===== src/rtl/pipe_stage_buf.sv =====
// pipe_stage_buf
//
// Elastic pipeline register that sits between two pipeline stages and
// carries an opaque WIDTH-bit payload through a DEPTH-entry in-order
// circular buffer. A valid/ready handshake on each side lets a downstream
// stall be absorbed locally instead of rippling combinationally upstream.
//
// Parameters
//   WIDTH        payload width in bits (>= 1)
//   DEPTH        number of buffer entries (1..8); 2 gives a full-rate skid stage
//   ZERO_INVALID when 1, out_data reads as all zeros while out_valid is low
//
// Ports
//   clk        in   rising-edge clock
//   rst        in   synchronous active-high reset (pointers and count only)
//   flush      in   drop every buffered entry and any same-cycle push/pop
//   in_valid   in   upstream offers in_data
//   in_ready   out  buffer has a free entry (registered state only)
//   in_data    in   upstream payload
//   out_valid  out  head entry is present
//   out_ready  in   downstream consumes the head entry
//   out_data   out  head entry payload (or zeros when empty and ZERO_INVALID)
//   count      out  current occupancy

module pipe_stage_buf #(
   parameter int unsigned WIDTH        = 32,
   parameter int unsigned DEPTH        = 2,
   parameter bit          ZERO_INVALID = 1'b1
) (
   input  logic                       clk,
   input  logic                       rst,
   input  logic                       flush,
   input  logic                       in_valid,
   output logic                       in_ready,
   input  logic [WIDTH-1:0]           in_data,
   output logic                       out_valid,
   input  logic                       out_ready,
   output logic [WIDTH-1:0]           out_data,
   output logic [$clog2(DEPTH+1)-1:0] count
);

   localparam int unsigned CW = $clog2(DEPTH + 1);
   localparam int unsigned PW = (DEPTH > 1) ? $clog2(DEPTH) : 1;
   localparam logic [PW-1:0] LAST_IDX = PW'(DEPTH - 1);
   localparam logic [CW-1:0] FULL_CNT = CW'(DEPTH);

   logic [WIDTH-1:0] r_mem [DEPTH];
   logic [PW-1:0]    r_head;
   logic [PW-1:0]    r_tail;
   logic [CW-1:0]    r_count;

   logic             w_inReady;
   logic             w_outValid;
   logic             w_push;
   logic             w_pop;
   logic [PW-1:0]    w_headNext;
   logic [PW-1:0]    w_tailNext;

   // Handshake status comes purely from the registered count, so there is
   // no combinational path from out_ready back to in_ready. A full buffer
   // refuses a push even when a pop happens in the same cycle.
   assign w_inReady  = (r_count < FULL_CNT);
   assign w_outValid = (r_count != '0);

   // Flush suppresses both transfers so neither side sees a completed
   // handshake during a flush cycle.
   assign w_push = in_valid  & w_inReady  & ~flush;
   assign w_pop  = out_valid & out_ready  & ~flush;

   // Explicit wrap so that non-power-of-two depths stay in range.
   assign w_headNext = (r_head == LAST_IDX) ? '0 : r_head + 1'b1;
   assign w_tailNext = (r_tail == LAST_IDX) ? '0 : r_tail + 1'b1;

   // Pointer and occupancy state. Reset beats flush, flush beats any
   // push/pop. A simultaneous push and pop leaves count unchanged while
   // both pointers advance.
   always_ff @(posedge clk) begin
      if (rst || flush) begin
         r_head  <= '0;
         r_tail  <= '0;
         r_count <= '0;
      end else begin
         if (w_push) begin
            r_tail <= w_tailNext;
         end
         if (w_pop) begin
            r_head <= w_headNext;
         end
         if (w_push && !w_pop) begin
            r_count <= r_count + 1'b1;
         end else if (w_pop && !w_push) begin
            r_count <= r_count - 1'b1;
         end
      end
   end

   // Payload storage is never cleared; only pointers and count decide what
   // is live, which keeps the datapath free of reset fan-out.
   always_ff @(posedge clk) begin
      if (w_push) begin
         r_mem[r_tail] <= in_data;
      end
   end

   // With ZERO_INVALID the empty output reads as a bubble/NOP; the mux
   // select is the registered count, so out_data remains register-driven.
   always_comb begin
      out_data = r_mem[r_head];
      if (ZERO_INVALID && !w_outValid) begin
         out_data = '0;
      end
   end

   assign in_ready  = w_inReady;
   assign out_valid = w_outValid;
   assign count     = r_count;

endmodule


===== config.mk =====
export PLATFORM = sky130hd
export DESIGN_NAME = pipe_stage_buf
export DESIGN_NICKNAME = d
export VERILOG_FILES = /design/src/rtl/pipe_stage_buf.sv
export SDC_FILE = /design/constraint.sdc
export NUM_CORES = 1
export LEC_CHECK = 0
export ABC_AREA = 0
export ABC_CLOCK_PERIOD_IN_PS = 3900
export BUFFER_PORTS_ARGS = -buffer_cell sky130_fd_sc_hd__buf_4
export CORE_ASPECT_RATIO = 0.75
export CORE_MARGIN = 2
export CORE_UTILIZATION = 51
export DETAILED_ROUTE_END_ITERATION = 12
export HOLD_SLACK_MARGIN = 0.03
export PLACE_DENSITY_LB_ADDON = 0.2
export SYNTH_ARGS = -nofsm -noshare
export SYNTH_HDL_FRONTEND = slang
export SYNTH_SLANG_ARGS = --single-unit

===== constraint.sdc =====
create_clock -name clk -period 3.9 [get_ports clk]
set_input_delay 0.78 -clock clk [delete_from_list [all_inputs] [get_ports clk]]
set_output_delay 0.78 -clock clk [all_outputs]
set_load 0.03 [all_outputs]

==> impl_metrics.sql <==
INSERT INTO impl_metrics (metric_group, metric, value, unit) VALUES
('status', 'run_status', 'completed', ''),
('yosys', 'synthesis.yosys.warnings', '0', ''),
('critical_path', 'cp_data_arrival_time', '1.92', 'ns'),
('layout', 'final_core_area_utilization', '68.5', '%'),
('layout', 'regArea', '0.00202', 'mm^2'),
('drt', 'via_per_inst', '4.96', ''),
('grt', 'vias_in_the_first_global_route', '1498', ''),
('drt', 'dr.pass1.iters', '4', ''),
('timing', 'holdWs', '0.558', 'ns'),
('timing', 'clock_skew', '0.00797', 'ns'),
('pwr', 'leakagePower', '1.25', 'nW'),
('clocking', 'cts_setup_buffers', '0', ''),
('yosys', 'synth_largest_area_cell', 'sky130_fd_sc_hd__edfxtp_1', ''),
('layout', 'multi_input_area', '582', 'um^2'),
('grt', 'grt_start_max_net_pins', '33', ''),
('yosys', 'synth.area.top_cells', 'sky130_fd_sc_hd__edfxtp_1 (73%), sky130_fd_sc_hd__mux2i_1 (12%), sky130_fd_sc_hd__nor2_1 (4.7%)', ''),
('critical_path', 'cpMostUsedCell', 'sky130_fd_sc_hd__buf_4', ''),
('drt', 'wl_per_cell', '14.4', 'um'),
('place', 'gp_routability_congestion', '0.696', ''),
('critical_path', 'timing.critical_path.required', '3.12', 'ns'),
('timing', 'final_min_period_over_clock_period', '69.2', '%'),
('critical_path', 'cp_max_fo', '17', ''),
('yosys', 'netlist-cell-type-count', '17', ''),
('critical_path', 'crit_family', 'simple AND/OR/NAND/NOR gates', ''),
('clocking', 'clockBufferDepth', '2', ''),
('floorplanning', 'chipHeight', '66.4', 'um'),
('critical_path', 'worst_setup_path_end_kind', 'output port', ''),
('pwr', 'pwr_density_cell', '429', 'mW/mm^2'),
('critical_path', 'r2r_setup_slack', '1.89', 'ns'),
('min_path', 'hold_path.class', 'reg -> reg', ''),
('yosys', 'synthesis.area', '0.00264', 'mm^2'),
('place', 'dp.final_hpwl', '2730', 'um'),
('drt', 'wirelength', '4370', 'um'),
('clocking', 'h-tree-depth', '3', ''),
('timing', 'relSlewSlack', '33.6', '%'),
('floorplanning', 'io-pin-count', '73', ''),
('layout', 'layout.filler_cells', '358', ''),
('drt', 'detail-route-antenna-nets', '0', ''),
('place', 'numPortBuffers', '72', ''),
('pwr', 'vdd_drop_max', '0.000311', 'V'),
('yosys', 'syn_inst', '161', ''),
('yosys', 'synth_top_cell_area_share', '72.7', '%'),
('layout', 'fin_nets', '277', ''),
('critical_path', 'timing.critical_path.buf_inv', '2', ''),
('drt', 'route.vias.total', '1502', ''),
('layout', 'insertedDiodeCount', '0', ''),
('timing', 'maxSlewViolCount', '0', ''),
('yosys', 'yosysSeqAreaShare', '76.5', '%'),
('timing', 'finalSetupViolCount', '0', ''),
('clocking', 'clkLatencyLatePin', '0.34', 'ns'),
('yosys', 'syn-mean-instance-area', '16.4', 'um^2'),
('layout', 'flow.area_growth_from_synthesis', '28.3', '%'),
('pwr', 'post-layout-total-power', '1.45', 'mW'),
('clocking', 'clock_sink_count', '69', ''),
('timing', 'layout_setup_ws', '1.20', 'ns'),
('clocking', 'post_cts_hold_buffer_count', '0', ''),
('clocking', 'cts.reportedPaths.clkPinSlew', '0.07', 'ns'),
('grt', 'antenna_violations_before_repair', '0', ''),
('critical_path', 'criticalPathCategory', 'reg -> out', ''),
('grt', 'grt_use_total', '16.9', '%'),
('place', 'cell_area_reported_after_detailed_placement', '0.00324', 'mm^2'),
('grt', 'grt_first_pass_wirelength', '6980', 'um'),
('layout', 'post_layout_nonfiller_instances', '303', ''),
('place', 'dp_slack', '1.41', 'ns'),
('clocking', 'post_cts_resize_count', '0', ''),
('timing', 'finalHoldViolCount', '0', ''),
('floorplanning', 'placementRows', '22', ''),
('critical_path', 'startpoint_type', 'flip-flop', ''),
('timing', 'unrepaired_setup_endpoints_after_global_routing', 'false', ''),
('layout', 'layout-drive-gt1-share', '37.0', '%'),
('floorplanning', 'placeableCoreArea', '0.00495', 'mm^2');
metal layers:
metal / routed length [um] / track usage, %
met1: 1840 / 19.8
met2: 2130 / 27.2
met3: 350 / 9.11
met4: 42 / 4.62
met5: 0 / 0
cell usage after synthesis:
cell / number
sky130_fd_sc_hd__buf_4: 3
sky130_fd_sc_hd__buf_2: 4
sky130_fd_sc_hd__nor3_1: 4
sky130_fd_sc_hd__ha_1: 1
sky130_fd_sc_hd__dfxtp_1: 5
sky130_fd_sc_hd__nor2b_1: 3
sky130_fd_sc_hd__mux2i_1: 32
sky130_fd_sc_hd__or3_1: 1
sky130_fd_sc_hd__xnor2_1: 1
sky130_fd_sc_hd__or2_2: 1
sky130_fd_sc_hd__xor2_1: 3
sky130_fd_sc_hd__and2_1: 1
sky130_fd_sc_hd__edfxtp_1: 64
sky130_fd_sc_hd__o21ai_0: 2
sky130_fd_sc_hd__inv_1: 2
sky130_fd_sc_hd__a211oi_2: 1
sky130_fd_sc_hd__nor2_1: 33
worst min-delay path, cell delays in order (launching register included):
cell	delay [ns]
sky130_fd_sc_hd__dfxtp_1	0.32
sky130_fd_sc_hd__xor2_1	0.08
sky130_fd_sc_hd__nor3_1	0.11
worst paths after layout:
kind | from | endpoint | cells after the start
worst min-delay path | r_head$_SDFFE_PP0P_ | r_head$_SDFFE_PP0P_ | 2
worst max-delay path | count[1]$_SDFFE_PP0P_ | out_data[13] | 4
worst min register to register | r_head$_SDFFE_PP0P_ | r_head$_SDFFE_PP0P_ | 2
worst max register to register | count[1]$_SDFFE_PP0P_ | r_mem[0][31]$_DFFE_PP_ | 3
report_power, final:
part | switching [mW] | internal (mW) | total, mW
combinational | 0.0880 | 0.0652 | 0.153
clock | 0.233 | 0.223 | 0.456
sequential | 0.0104 | 0.835 | 0.846
total | 0.331 | 1.12 | 1.45
logic make-up after synthesis:
kind of cell               after synthesis  share of synthesized area [%]
buffers and inverters                    9                           1.89
and+or+nand+nor                         43                           6.86
muxes                                   32                           12.1
xor gates and xnor gates                 4                           1.33
AOI/OAI and AO/OA                        3                          0.852
DFF                                     69                           76.5
adders and majority gates                1                          0.473
sequential cells by signal, indices dropped and copies added (netlist names), named ones only:
register	count
r_tail	1
r_head	1
count	2
r_mem	64
cells in the final DEF, fill, tap and decap left out:
master	netlist	layout
sky130_fd_sc_hd__or3_1	1	1
sky130_fd_sc_hd__nor3_1	4	4
sky130_fd_sc_hd__and2_1	1	1
sky130_fd_sc_hd__or2_2	1	1
sky130_fd_sc_hd__xor2_1	3	3
sky130_fd_sc_hd__dfxtp_1	5	4
sky130_fd_sc_hd__nor2_1	33	32
sky130_fd_sc_hd__clkinv_2	0	2
sky130_fd_sc_hd__buf_4	3	74
sky130_fd_sc_hd__nor2_2	0	1
sky130_fd_sc_hd__ha_1	1	1
sky130_fd_sc_hd__mux2i_1	32	32
sky130_fd_sc_hd__clkbuf_1	0	3
sky130_fd_sc_hd__nor2b_4	0	1
sky130_fd_sc_hd__dfxtp_2	0	1
sky130_fd_sc_hd__edfxtp_1	64	64
sky130_fd_sc_hd__nor2b_1	3	2
sky130_fd_sc_hd__clkinv_1	0	1
sky130_fd_sc_hd__xnor2_1	1	1
sky130_fd_sc_hd__inv_1	2	2
sky130_fd_sc_hd__o21ai_0	2	2
sky130_fd_sc_hd__a211oi_2	1	1
sky130_fd_sc_hd__clkbuf_8	0	9
area by class of cell:
type	instances	share of cell area [%]
clock inverter	3	0.406
sequential	69	59.6
tap	60	2.21
clock buffer	12	3.98
multi-input combinational	83	17.2
inverter	2	0.221
timing repair buffer	74	16.4
No activity file was read; power rests on OpenSTA's default activity.
